<file path="src/rtl/data_mem_ctrl.sv">
// data_mem_ctrl
//   Word-organised byte-addressable data memory for the core's load/store path.
//   One request is accepted through a valid/ready channel. The block answers with a
//   one-cycle response pulse two cycles later, or three cycles later for a split access.
//   Range and alignment are checked when the request is accepted.
//
// Configuration macro
//   DM_MISALIGN_SPLIT_EN : when defined, an access that crosses a word boundary runs as
//                          two word accesses through SPLIT.
//                          When undefined, every misaligned access is rejected.
//
// Ports
//   clk_i        clock; all state changes happen on the rising edge
//   rst_i        synchronous active-high reset; memory contents are kept
//   req_valid_i  a request is present
//   req_ready_o  the block can accept a request (IDLE and not in reset)
//   req_we_i     1 = store, 0 = load
//   req_addr_i   byte address
//   req_ctrl_i   000 byte, 001 half, 010 word, 100 byte-unsigned, 101 half-unsigned
//   req_wdata_i  store data, LSB-aligned
//   resp_valid_o one-cycle response pulse
//   resp_err_o   the request was rejected (qualified by resp_valid_o)
//   rd_data_o    load result, sign- or zero-extended; 0 for stores and errors
//
// States
//   S_IDLE   | waiting for a request
//   S_ACCESS | access the first (or only) word
//   S_SPLIT  | access the following word of a boundary-crossing access
//   S_RESP   | drive the response pulse

module data_mem_ctrl #(
    parameter int DEPTH_WORDS = 32,
    parameter int ADDR_W      = 32
) (
    input  logic              clk_i,
    input  logic              rst_i,
    input  logic              req_valid_i,
    output logic              req_ready_o,
    input  logic              req_we_i,
    input  logic [ADDR_W-1:0] req_addr_i,
    input  logic [2:0]        req_ctrl_i,
    input  logic [31:0]       req_wdata_i,
    output logic              resp_valid_o,
    output logic              resp_err_o,
    output logic [31:0]       rd_data_o
);

    localparam int              IDX_W   = (DEPTH_WORDS > 1) ? $clog2(DEPTH_WORDS) : 1;
    localparam logic [ADDR_W:0] DEPTH_L = (ADDR_W+1)'(DEPTH_WORDS);

    typedef enum logic [1:0] {
        S_IDLE   = 2'd0,
        S_ACCESS = 2'd1,
        S_RESP   = 2'd2
`ifdef DM_MISALIGN_SPLIT_EN
        , S_SPLIT = 2'd3
`endif
    } state_e;

    state_e             state_q, state_d;
    logic               we_q, we_d;
    logic [2:0]         ctrl_q, ctrl_d;
    logic [1:0]         off_q, off_d;
    logic [31:0]        wdata_q, wdata_d;
    logic [IDX_W-1:0]   idx_q, idx_d;
    logic               err_q, err_d;
    logic [31:0]        rd_q, rd_d;
    logic [31:0]        mem_q [DEPTH_WORDS];

    // Load result: select bytes starting at the offset, then extend by ctrl.
    function automatic logic [31:0] load_ext(input logic [63:0] raw,
                                             input logic [1:0]  off,
                                             input logic [2:0]  ctrl);
        logic [31:0] s;
        s = 32'(raw >> {off, 3'b000});
        case (ctrl)
            3'b000:  return {{24{s[7]}}, s[7:0]};
            3'b001:  return {{16{s[15]}}, s[15:0]};
            3'b100:  return {24'b0, s[7:0]};
            3'b101:  return {16'b0, s[15:0]};
            default: return s;
        endcase
    endfunction

    // Checks made at accept time.
    logic [ADDR_W:0] widx_a;
    logic [1:0]      off_a;
    logic            bad_ctrl_a, bad_store_a, misal_a, range_bad_a, err_a;

    assign widx_a      = {3'b000, req_addr_i[ADDR_W-1:2]};
    assign off_a       = req_addr_i[1:0];
    assign bad_ctrl_a  = (req_ctrl_i == 3'b011) || (req_ctrl_i[2] && req_ctrl_i[1]);
    assign bad_store_a = req_we_i && req_ctrl_i[2];

`ifdef DM_MISALIGN_SPLIT_EN
    logic cross_a, cross_q, cross_d;
    logic [31:0] lo_q, lo_d;
    assign cross_a     = ((req_ctrl_i[1:0] == 2'b01) && (off_a == 2'd3)) ||
                         ((req_ctrl_i[1:0] == 2'b10) && (off_a != 2'd0));
    assign misal_a     = 1'b0;
    // Both words of a split are range-checked so a rejected split writes nothing.
    assign range_bad_a = (widx_a >= DEPTH_L) || (cross_a && ((widx_a + 1'b1) >= DEPTH_L));
`else
    assign misal_a     = ((req_ctrl_i[1:0] == 2'b01) && off_a[0]) ||
                         ((req_ctrl_i[1:0] == 2'b10) && (off_a != 2'd0));
    assign range_bad_a = (widx_a >= DEPTH_L);
`endif
    assign err_a = bad_ctrl_a || bad_store_a || misal_a || range_bad_a;

    // Store byte lanes and data for the first and (optionally) second word.
    logic [3:0]  size_mask;
    logic [3:0]  be0;
    logic [31:0] wr_data0;
    logic        we0;
    logic [31:0] rd_word0;

    assign size_mask = (ctrl_q[1:0] == 2'b00) ? 4'b0001 :
                       (ctrl_q[1:0] == 2'b01) ? 4'b0011 : 4'b1111;
    assign we0       = (state_q == S_ACCESS) && we_q && !err_q;
    assign rd_word0  = mem_q[idx_q];

`ifdef DM_MISALIGN_SPLIT_EN
    logic [63:0] wide;
    logic [7:0]  be8;
    logic [3:0]  be1;
    logic [31:0] wr_data1;
    logic        we1;
    logic [IDX_W-1:0] idx1;
    logic [31:0] rd_word1;

    assign wide     = {32'b0, wdata_q} << {off_q, 3'b000};
    assign be8      = {4'b0000, size_mask} << off_q;
    assign wr_data0 = wide[31:0];
    assign be0      = be8[3:0];
    assign wr_data1 = wide[63:32];
    assign be1      = be8[7:4];
    assign we1      = (state_q == S_SPLIT) && we_q;
    assign idx1     = idx_q + 1'b1;
    assign rd_word1 = mem_q[idx1];
`else
    assign wr_data0 = wdata_q << {off_q, 3'b000};
    assign be0      = size_mask << off_q;
`endif

    always_comb begin
        state_d = state_q;
        we_d    = we_q;
        ctrl_d  = ctrl_q;
        off_d   = off_q;
        wdata_d = wdata_q;
        idx_d   = idx_q;
        err_d   = err_q;
        rd_d    = rd_q;
`ifdef DM_MISALIGN_SPLIT_EN
        cross_d = cross_q;
        lo_d    = lo_q;
`endif
        case (state_q)
            S_IDLE: begin
                if (req_valid_i) begin
                    we_d    = req_we_i;
                    ctrl_d  = req_ctrl_i;
                    off_d   = off_a;
                    wdata_d = req_wdata_i;
                    idx_d   = widx_a[IDX_W-1:0];
                    err_d   = err_a;
`ifdef DM_MISALIGN_SPLIT_EN
                    cross_d = cross_a;
`endif
                    state_d = S_ACCESS;
                end
            end
            S_ACCESS: begin
                if (err_q || we_q) rd_d = 32'b0;
                else               rd_d = load_ext({32'b0, rd_word0}, off_q, ctrl_q);
                state_d = S_RESP;
`ifdef DM_MISALIGN_SPLIT_EN
                lo_d = rd_word0;
                if (!err_q && cross_q) state_d = S_SPLIT;
`endif
            end
`ifdef DM_MISALIGN_SPLIT_EN
            S_SPLIT: begin
                if (we_q) rd_d = 32'b0;
                else      rd_d = load_ext({rd_word1, lo_q}, off_q, ctrl_q);
                state_d = S_RESP;
            end
`endif
            S_RESP:  state_d = S_IDLE;
            default: state_d = S_IDLE;
        endcase
    end

    always_ff @(posedge clk_i) begin
        if (rst_i) begin
            state_q <= S_IDLE;
            we_q    <= 1'b0;
            ctrl_q  <= 3'b0;
            off_q   <= 2'b0;
            wdata_q <= 32'b0;
            idx_q   <= '0;
            err_q   <= 1'b0;
            rd_q    <= 32'b0;
`ifdef DM_MISALIGN_SPLIT_EN
            cross_q <= 1'b0;
            lo_q    <= 32'b0;
`endif
        end else begin
            state_q <= state_d;
            we_q    <= we_d;
            ctrl_q  <= ctrl_d;
            off_q   <= off_d;
            wdata_q <= wdata_d;
            idx_q   <= idx_d;
            err_q   <= err_d;
            rd_q    <= rd_d;
`ifdef DM_MISALIGN_SPLIT_EN
            cross_q <= cross_d;
            lo_q    <= lo_d;
`endif
        end
    end

    // Writes are suppressed on a reset edge, so a reset during SPLIT keeps only
    // the bytes already committed in ACCESS.
    always_ff @(posedge clk_i) begin
        if (!rst_i) begin
            for (int b = 0; b < 4; b++) begin
                if (we0 && be0[b]) mem_q[idx_q][8*b +: 8] <= wr_data0[8*b +: 8];
`ifdef DM_MISALIGN_SPLIT_EN
                if (we1 && be1[b]) mem_q[idx1][8*b +: 8] <= wr_data1[8*b +: 8];
`endif
            end
        end
    end

    assign req_ready_o  = (state_q == S_IDLE) && !rst_i;
    assign resp_valid_o = (state_q == S_RESP);
    assign resp_err_o   = resp_valid_o && err_q;
    assign rd_data_o    = resp_valid_o ? rd_q : 32'b0;

endmodule

</file>
<file path="config.mk">
export PLATFORM = sky130hd
export DESIGN_NAME = data_mem_ctrl
export DESIGN_NICKNAME = d
export VERILOG_FILES = /design/src/rtl/data_mem_ctrl.sv
export SDC_FILE = /design/constraint.sdc
export NUM_CORES = 1
export LEC_CHECK = 0
export BUFFER_PORTS_ARGS = -buffer_cell sky130_fd_sc_hd__buf_2
export CELL_PAD_IN_SITES_DETAIL_PLACEMENT = 0
export CELL_PAD_IN_SITES_GLOBAL_PLACEMENT = 2
export CORE_MARGIN = 10
export CORE_UTILIZATION = 30
export CTS_CLUSTER_DIAMETER = 60
export CTS_CLUSTER_SIZE = 28
export DETAILED_ROUTE_END_ITERATION = 10
export GPL_ROUTABILITY_DRIVEN = 0
export PLACE_DENSITY = 0.58
export SYNTH_ARGS = -nofsm -noshare
export SYNTH_HDL_FRONTEND = slang
export SYNTH_SLANG_ARGS = --single-unit
</file>
<file path="constraint.sdc">
create_clock -name clk_i -period 2.9 [get_ports clk_i]
set_input_delay 0 -clock clk_i [delete_from_list [all_inputs] [get_ports clk_i]]
set_output_delay 0 -clock clk_i [all_outputs]
set_load 0.005 [all_outputs]
</file>
# After elaboration in Yosys (flattened, before gate mapping)
# Memories as Yosys holds them, arrays and structs flattened. A register that Yosys moved wholly into a read port is not among the register bits.
# Cells that the tools add are included.
[totals] register_bits=78 ram_bits=1024 input_bits=71 output_inout_bits=35 word_cells=69 n_memories=1
[memory_table] memory="mem_q" words=32 width=32 rd=1 rd_clocked_by_memory_dff=1 write_ports=1 line_no="68" rtl="logic [31:0] mem_q [DEPTH_WORDS];"
[op_classes] order_cmp=1 eq_ne=10 shifts=3 muxes=21 n_reduce_logical=25
[op_table] cell="case mux 32 bit (4 select lines)" n=1
[op_table] cell="two-way mux 32 bit" n=2
[op_table] cell="<< shifter 32 x 5 -> 32 bit" n=1
[op_table] cell=">> shifter 32 x 5 -> 32 bit" n=1
[op_table] cell=">= comparator 30 x 6 -> 1 bit, second input constant" n=1
[op_table] cell="logical AND 1 bit" n=12
[op_table] cell="two-way mux 1 bit" n=12
[op_table] cell="two-way mux 5 bit" n=2
[op_table] cell="two-way mux 4 bit" n=2
[op_table] cell="equality test 2 x 1 -> 1 bit, second input constant" n=3
[op_table] cell="equality test 3 bit, second input constant" n=2
[op_table] cell="logical OR 1 bit" n=6
[op_table] cell="equality test 2 bit, second input constant" n=2
[op_table] cell="zero test 2 bit" n=2
[op_table] cell="case mux 2 bit (2 select lines)" n=1
[op_table] cell="<< shifter 4 x 2 -> 4 bit" n=1
[op_table] cell="equality test 3 x 1 -> 1 bit, second input constant" n=1
[op_table] cell="equality test 3 x 2 -> 1 bit, second input constant" n=1
[op_table] cell="zero test 3 bit" n=1
[op_table] cell="zero test 1 bit" n=2
[op_table] cell="two-way mux 2 bit" n=1
[op_table] cell="!= test 2 bit, second input constant" n=1
[op_table] cell="AND reduction 2 bit" n=1
[op_table] cell="nonzero test 2 bit" n=1

# Logic depth before layout (Yosys ltp)
# Gate-level depths: netlist of the first run.
[logic_depth] ltp_word=8 depth_mapped=16

# Least setup slack after synthesis of the first run
# Ideal clock, no wire load.
[synth_path] path_type="register -> register" from="register off_q[1]" to="memory mem_q[0][16], data pin" setup_ns=0.454 arrival_time_ns=2.585 setup_slack_ns=-0.139 path_stages_with_launch=5 synth_period_minus_slack_ns=3.039 path_cell_list="dfxtp_1 -> clkbuf_1 -> clkbuf_1 -> mux2i_1 -> o21ai_0"
[synth_between] elab_chain_len=1
[synth_lines] element="start: declaration" line_no="63" rtl="logic [1:0] off_q, off_d;"
[synth_lines] element="start signal: assignment" line_no="199" rtl="off_q <= 2'b0;"
[synth_lines] element="start signal: assignment" line_no="212" rtl="off_q <= off_d;"
[synth_lines] element="<< shifter 32 x 5 -> 32 bit" line_no="141" rtl="assign wr_data0 = wdata_q << {off_q, 3'b000};"
[synth_lines] element="named net wr_data0[16]" line_no="113" rtl="logic [31:0] wr_data0;"
[synth_lines] element="end: declaration" line_no="68"
# The timed path passes the listed nets, and every way through them passes these cells.

==> impl_metrics.toml, run 1 <==
[clock_network]
clk_path_buf_depth = 3
cts_tree = "yes"
cts_max_level = 3
clock-root-buffer = "clkbuf_16"
cts_buffers = 98
cts.clk_slew.worst_paths_ns = 0.08
clkLatencyLatePin_ns = 0.75
cts_num_sinks = 1107

[layout]
finish.net_count = 2999
drive_above_1_share_pct = 27.7
antenna-diode-count = 0
area_delta_synth_final_pct = 21.7

[setup_path]
cp-start-kind = "flop"
end_kind = "flop"
arrival_ns = 3.50
path_class = "reg2reg"
crit_required_ns = 3.51
crit_path_max_fanout = 19

[yosys]
synth-edff-count = 1024
ys_seq_area_share_pct = 73.4
synthCells = 2499
synth_top_cell_area_share_pct = 69.6
synth_most_common_cell = "edfxtp_1"
synth.top_cells.by_count = "1024 x edfxtp_1, 215 x mux2i_1, 174 x nand2_1"
synth_seq_cells = 1107
syn_area_sq_mm = 0.0442
synthArstFlopShare_pct = 0
synth_ff_type = "edfxtp_1"
yosysTopAreaCell = "edfxtp_1"
netlist_top_cells_area = "edfxtp_1 70%, mux4_2 8.4%, mux2i_1 4.9%"
syn_avg_cell_area_sq_um = 17.7
yosysUniqueCellTypes = 58
yosysWarningCount = 0
syn_nets = 2570

[power_and_ir_drop]
p_switching_uw = 9060
power_density_mw_per_mm2 = 649
p_clk_share_pct = 41.9
combPwrFrac_pct = 7.3
leakage_uw = 0.0168
intPower_uw = 25900
p_seq_share_pct = 50.8
peakVddDrop_v = 0.000436
p_sw_share_pct = 26.0

[grt]
gr-total-overflow = 0
busiest_layer = "met2"
first_global_vias = 25358
grt_pass1_wl_um = 190000
grt_use_met2_pct = 26.0
antenna_found_initial = 3
use_met3_pct = 2.24
grt_max_degree = 57
met1_usage_pct = 22.5
grt_use_total_pct = 16.0

[placed_design]
dpl.hpwl_um = 90300
place_ws_ns = -0.358
portBuffers = 105

[flow_run]
maxCapViolCount = 0

[drt]
drt-total-wl_um = 133000
drtPass1Iterations = 7
ant_nets = 0
vias = 24908
drc_errors = 0
drt_iter0_drc = 2215
wl_per_cell_um = 27.0
via_per_inst = 5.05

[worst_hold_path]
worstHoldPathType = "in2reg"

[timing]
relSlewSlack_pct = 11.1
finalHoldViolations = 0
min_period_over_period_pct = 99.9
final_max_slew_viol_count = 0
worst_pin_slew_ns = 1.33
finalWorstSetupSlack_ns = 0.00300
setup-tns-final_ns = 0
finalClockSkew_ns = 0.0445
min_period_ns = 2.90
setup_viol = 0
fmax_mhz = 345
rsz0062_at_grt = "true"

[die]
rows = 140
core-area_sq_mm = 0.146
start_util_pct = 30.2
fp.dieW_um = 404
die_area_sq_mm = 0.163
io_pins = 106
die_y_um = 404

[run_status]
status = "completed"
==> timing repair <==
action | 4_1_cts | 5_1_grt
endpoints found under the hold margin | 52 | 0
resized for setup | 24 | 28
setup buffers | 0 | 3
pin swaps | 1 | 7
setup endpoints to repair | 17 | 33
hold buffers | 95 | 0
cloned | 2 | 3
==> sequential cells by signal (all words and copies together), names as in the netlist, named ones only <==
signal and count:
mem_q 1024, rd_q 32, wdata_q 32, idx_q 5, ctrl_q 3, off_q 2
state_q 2, err_q 1, we_q 1
==> routing by layer <==
layer	up-vias	routed length [um]
li1	10853	-
met3	169	6250
met1	13221	60200
met4	2	2940
met5	-	13
met2	663	63700
==> power groups by stage <==
stage          Combinational, uW  Sequential [uW]  Clock, uW
5_1_grt                     2730            17800      15600
2_1_floorplan               1330            18000          0
4_1_cts                     2530            17700      15000
6_report                    2550            17700      14600
3_3_place_gp                2340            18100          0
3_5_place_dp                2380            18100          0
==> kinds of logic after synthesis <==
kind of cell / Yosys count / synth area share [%]
compound gates: 308 / 4.76
xor+xnor: 1 / 0.0198
buf+inv: 163 / 2.05
flops: 1107 / 73.4
mux: 418 / 14.7
simple gates: 502 / 5.14
==> placed cells by master, fill, tap and decap left out, types with 22 or more instances in the layout <==
cell type,Yosys,layout
a21oi_1,80,71
a221oi_1,28,28
a22oi_1,56,53
and2_1,46,43
buf_2,12,105
buf_4,11,256
clkbuf_16,0,103
clkinv_8,0,22
dfxtp_1,83,76
dlygate4sd3_1,0,95
edfxtp_1,1024,1024
mux2i_1,215,211
mux4_2,164,164
nand2_1,174,173
nand3_1,31,27
nor2_1,164,154
nor2b_1,25,23
o21ai_1,28,28
==> through the flow <==
stage	std cells	cell area [sq um]	total power (uW)	utilization [%]	hold WS [ns]
finish	4930	53800	34900	36.8	0.123
detailed placement	4642	48700	20500	33.3	0.257
floorplan	2499	44200	19400	-	0.136
global placement	4642	48700	20400	33.3	0.254
global route	4930	53800	36100	36.8	0.0901
CTS	4924	53600	35300	36.7	0.0564
==> worst max-delay path: stages, from the launching register on <==
cell and delay (ns):
dfxtp_4 0.37, buf_12 0.18, buf_6 0.13, mux4_2 0.49, mux4_2 0.47, mux2_4 0.32
nand2b_4 0.15, o2111ai_2 0.10, o211ai_4 0.12, buf_12 0.16, a221o_1 0.27
==> final cells by class <==
| type | count | area [sq um] |
|---|---|---|
| clock inverter | 84 | 1220 |
| sequential | 1107 | 32400 |
| inverter | 3 | 11.3 |
| tap | 1917 | 2400 |
| timing repair buffer | 489 | 4090 |
| fill | 13643 | 92300 |
| clock buffer | 101 | 2510 |
| multi-input combinational | 1229 | 11100 |
==> worst paths after layout <==
check        cells past startpoint  endpoint           start  slack, ns
min                              4     err_q  req_addr_i[25]       0.12
min reg2reg                      2   rd_q[6]         rd_q[6]       0.47
max reg2reg                     10  rd_q[30]            flop      0.003
max                             10  rd_q[30]            flop      0.003
Power figures use the tool's default switching activity.
==> run 2, diff against run 1 <==
--- a/config.mk
+++ b/config.mk
@@ -14,7 +14,7 @@
 export CTS_CLUSTER_SIZE = 28
 export DETAILED_ROUTE_END_ITERATION = 10
 export GPL_ROUTABILITY_DRIVEN = 0
-export PLACE_DENSITY = 0.58
+export PLACE_DENSITY = 0.61
 export SYNTH_ARGS = -nofsm -noshare
 export SYNTH_HDL_FRONTEND = slang
 export SYNTH_SLANG_ARGS = --single-unit
==> run 2 against run 1 <==
Against the previous run: power decreased by 3.5%; first-iteration DRC count increased by 1.9%; maximum frequency increased by 1.9%; critical path type unchanged; critical endpoint is now rd_q[29]; largest cell class unchanged; highest routed layer unchanged.
==> impl_metrics.toml, run 2 (synthesis gave the netlist of run 1 again) <==
[run_status]
status = "completed"

[grt]
antenna_found_initial = 14
gr-total-overflow = 0
grt_use_total_pct = 15.4
first_global_vias = 25317
grt_max_degree = 65
grt_pass1_wl_um = 183000

[drt]
drt-total-wl_um = 129000
vias = 24656
via_per_inst = 4.97
drt_iter0_drc = 2258
drtPass1Iterations = 5
drc_errors = 0
ant_nets = 0
wl_per_cell_um = 26.0

[timing]
fmax_mhz = 352
worst_pin_slew_ns = 1.33
relSlewSlack_pct = 11.2
finalClockSkew_ns = 0.0399
finalHoldViolations = 0
min_period_ns = 2.84
finalWorstSetupSlack_ns = 0.0558
min_period_over_period_pct = 98.1
setup_viol = 0
final_max_slew_viol_count = 0

[setup_path]
arrival_ns = 3.46
crit_path_max_fanout = 17
critPathBufInv = 2
cp-start-kind = "flop"
path_class = "reg2reg"
max_stage_delay_ns = 0.56
crit_chain = "buf_12, buf_16, mux4_1, nand2b_1, a22o_1, mux2i_1, mux2_2, o211ai_4, a221o_1"
end_kind = "flop"
cp_top_family = "multiplexers"
crit_required_ns = 3.51
cpMaxStageDelayCell = "mux4_1"

[die]
start_util_pct = 30.2
io_pins = 106
fp.dieW_um = 404
die_area_sq_mm = 0.163
core-area_sq_mm = 0.146
die_y_um = 404
rows = 140

[placed_design]
placed_area_sq_mm = 0.0490
dpl.hpwl_um = 87800
place_ws_ns = -0.273
portBuffers = 105

[clock_network]
clk_path_buf_depth = 3
clock-root-buffer = "clkbuf_16"
cts_num_sinks = 1107
cts_tree = "yes"
cts.clk_slew.worst_paths_ns = 0.09
clkLatencyLatePin_ns = 0.72
cts_max_level = 3
cts_buffers = 92

[worst_hold_path]
worstHoldPathType = "in2reg"

[layout]
register_area_sq_mm = 0.0324
mostFrequentLayoutCells = "1024 x edfxtp_1, 294 x buf_4, 212 x mux2i_1"
area_delta_synth_final_pct = 21.4
reg_top3 = "mem_q: 1024 flops, rd_q: 32 flops, wdata_q: 32 flops"
largest_register = "mem_q"
largest_reg_flops = 1024
fillCellCount = 13715
final_common_cell = "edfxtp_1"
multiInputGateArea_sq_mm = 0.0111
finish.net_count = 3037
fin_area_sq_mm = 0.0536
drive_above_1_share_pct = 28.1

[power_and_ir_drop]
peakVddDrop_v = 0.000459
power_density_mw_per_mm2 = 628
leakage_uw = 0.0168

[flow_run]
maxCapViolCount = 0
-- run 2: cell types whose count changed in the layout (fill, tap and decap cells not counted), moves of 7 or more --
cell,change
inv_16,-7
clkinv_8,-10
clkbuf_16,-7
buf_4,+38
clkinv_2,+8
dlygate4sd3_1,+8
-- run 2: layout make-up --
type | instances | share of cell area (%)
Inverter | 3 | 0.0210
Clock inverter | 75 | 1.75
Tap cell | 1917 | 4.47
Sequential cell | 1107 | 60.5
Multi-Input combinational cell | 1230 | 20.7
Clock buffer | 97 | 4.37
Antenna cell | 2 | 0.00933
Timing Repair Buffer | 532 | 8.22
-- run 2: per-stage QoR --
stage               std cells  hold WS (ns)   TNS, ns  util (%)  total power, uW
CTS                      4952        0.0644         0      36.5            34000
global placement         4674         0.257     -6.26      33.5            20500
global route             4961         0.188  -0.00341      36.7            34900
floorplan                2499         0.136         0         -            19400
detailed placement       4674         0.252     -5.97      33.5            20500
finish                   4963         0.185         0      36.7            33700
-- run 2: worst paths after layout --
check / start / slack, ns / depth (start not counted) / end
setup / recovery: flop / 0.06 / 9 / rd_q[29]
hold / removal: req_addr_i[2] / 0.18 / 4 / flop
setup reg to reg: flop / 0.06 / 9 / rd_q[29]
hold reg to reg: rd_q[5] / 0.47 / 2 / rd_q[5]
-- run 2: worst min-delay path, cell delays in order --
cell and delay [ns]:
dlygate4sd3_1 0.52, buf_2 0.12, nand2_1 0.11, a21oi_1 0.10
-- run 2: power breakdown --
part / total (uW) / switching, uW / internal [uW]
sequential: 17700 / 133 / 17600
combinational: 2580 / 1550 / 1020
clock: 13400 / 6590 / 6780
total: 33700 / 8280 / 25400
-- run 2: repair_timing --
| item | 4_1_cts | 5_1_grt |
|---|---|---|
| hold buffers | 103 | 0 |
| pin swaps | 3 | 8 |
| endpoints found under the setup margin | 29 | 31 |
| endpoints found under the hold margin | 52 | 0 |
| gates cloned | 0 | 4 |
| buffers inserted | 3 | 5 |
| resized for setup | 13 | 26 |
-- run 2: per-layer routing --
layer / GRT usage, % / share of wire [%] / wire, um / vias up
met3: 2.66 / 5.4 / 6970 / 162
met2: 25.5 / 49 / 62600 / 705
met4: 4.48 / 2.8 / 3610 / 2
met5: 0 / 0.010 / 13 / -
li1: - / - / - / 10911
met1: 20.7 / 43 / 55800 / 12876
==> run 3, diff against run 2 <==
--- a/config.mk
+++ b/config.mk
@@ -6,7 +6,7 @@
 export NUM_CORES = 1
 export LEC_CHECK = 0
 export BUFFER_PORTS_ARGS = -buffer_cell sky130_fd_sc_hd__buf_2
-export CELL_PAD_IN_SITES_DETAIL_PLACEMENT = 0
+export CELL_PAD_IN_SITES_DETAIL_PLACEMENT = 1
 export CELL_PAD_IN_SITES_GLOBAL_PLACEMENT = 2
 export CORE_MARGIN = 10
 export CORE_UTILIZATION = 30
==> run 3 against run 2 <==
Against the previous run: register-to-register slack lost 0.03 ns; first-iteration DRC count is 1.6% lower; critical endpoint unchanged; clock power hardly changed; combinational power increased by 3%; critical path type unchanged; sequential share of layout area down 0.32 points; setup slack worse by 0.030 ns; via count up 2.0%; largest power group unchanged.
==> impl_metrics.toml, run 3 (synthesis gave the netlist of run 1 again) <==
[run_status]
status = "completed"

[setup_path]
end_kind = "flop"
max_stage_delay_ns = 0.50
crit_chain = "clkbuf_16, mux4_2, mux4_2, mux2_4, nand2b_4, o2111ai_4, o211ai_4, a221o_1"
crit_required_ns = 3.50
critPathBufInv = 1
path_class = "reg2reg"
cpMaxStageDelayCell = "mux4_2"
crit_path_max_fanout = 8
cp_top_family = "multiplexers"
arrival_ns = 3.47
cp-start-kind = "flop"
cpMostUsedCell = "mux4_2"

[timing]
worst_pin_slew_ns = 1.23
setup_viol = 0
relSlewSlack_pct = 18.0
rsz0062_at_grt = "true"
min_period_over_period_pct = 99.1
finalHoldViolations = 0
final_max_slew_viol_count = 0
min_period_ns = 2.87
fmax_mhz = 348
finalClockSkew_ns = 0.0395

[drt]
vias = 25158
ant_nets = 0
drc_errors = 0
via_per_inst = 5.06
wl_per_cell_um = 27.1
drtPass1Iterations = 8
drt_iter0_drc = 2223
drt-total-wl_um = 135000

[clock_network]
cts_buffers = 94
cts_max_level = 3
cts_tree = "yes"
clk_path_buf_depth = 3
clock-root-buffer = "clkbuf_16"
clkLatencyLatePin_ns = 0.73
cts.clk_slew.worst_paths_ns = 0.08
cts_num_sinks = 1107

[grt]
first_global_vias = 26460
antenna_found_initial = 6
grt_max_degree = 65
grt_use_total_pct = 16.0
gr-total-overflow = 0
grt_pass1_wl_um = 191000

[die]
rows = 140
start_util_pct = 30.2
core-area_sq_mm = 0.146
die_area_sq_mm = 0.163
io_pins = 106
fp.dieW_um = 404
die_y_um = 404

[layout]
reg_top3 = "mem_q: 1024 flops, rd_q: 32 flops, wdata_q: 32 flops"
finish.net_count = 3047
mostFrequentLayoutCells = "1024 x edfxtp_1, 306 x buf_4, 213 x mux2i_1"
largest_reg_flops = 1024
final_common_cell = "edfxtp_1"
drive_above_1_share_pct = 28.9
largest_register = "mem_q"
post-route-util_pct = 36.9
area_delta_synth_final_pct = 22.0

[flow_run]
maxCapViolCount = 0

[placed_design]
dpl.hpwl_um = 91100
portBuffers = 105

[worst_hold_path]
worstHoldPathType = "in2reg"

[power_and_ir_drop]
power.total_uw = 34100
power_density_mw_per_mm2 = 633
peakVddDrop_v = 0.000611
leakage_uw = 0.0169
-- run 3: worst min-delay path: stages --
cell and delay, ns:
buf_2 0.08, nor4_1 0.05, a31oi_1 0.16, dlygate4sd3_1 0.55
-- run 3: area by class of cell --
class                      instances  area (sq um)
timing repair buffer             540          4540
tap                             1917          2400
fill                           14696         92200
clock inverter                    79          1020
inverter                           3          11.3
multi-input combinational       1230         11100
clock buffer                      98          2410
sequential                      1107         32400
antenna                            1          2.50
-- run 3: through the flow --
step	cell area [sq um]	TNS (ns)	cells	setup WS, ns	hold WS, ns
3_5_place_dp	49000	-6.55	4674	-0.339	0.255
6_report	53900	0	4975	0.0262	0.153
2_1_floorplan	44200	0	2499	0.0865	0.136
3_3_place_gp	49000	-6.26	4674	-0.298	0.257
4_1_cts	53400	-0.00828	4947	-0.00828	0.0913
5_1_grt	53900	-0.237	4974	-0.0398	0.122
-- run 3: worst paths after layout --
path | startpoint | end | slack, ns | depth (start not counted)
max | flop | rd_q[29] | 0.03 | 8
min | req_addr_i[25] | err_q | 0.15 | 4
max reg2reg | flop | rd_q[29] | 0.03 | 8
min reg2reg | rd_q[5] | rd_q[5] | 0.45 | 2
-- run 3: timing repair --
action,4_1_cts,5_1_grt
resized for setup,11,33
pin swaps,4,3
setup endpoints to repair,29,29
setup buffers,3,20
hold buffers,93,0
cloned,0,7
endpoints found under the hold margin,52,0
-- run 3: power breakdown --
group / total [uW] / internal (uW) / switching (uW)
registers: 17700 / 17600 / 133
logic: 2650 / 1050 / 1600
clock network: 13700 / 6730 / 7000
total: 34100 / 25400 / 8730
-- run 3: per-layer routing --
layer / up-vias / routed length [um] / track usage [%]
met2: 686 / 67100 / 27.3
met1: 13362 / 57900 / 21.3
li1: 10945 / - / -
met4: 0 / 3330 / 4.20
met5: - / 0 / 0
met3: 165 / 6670 / 2.42
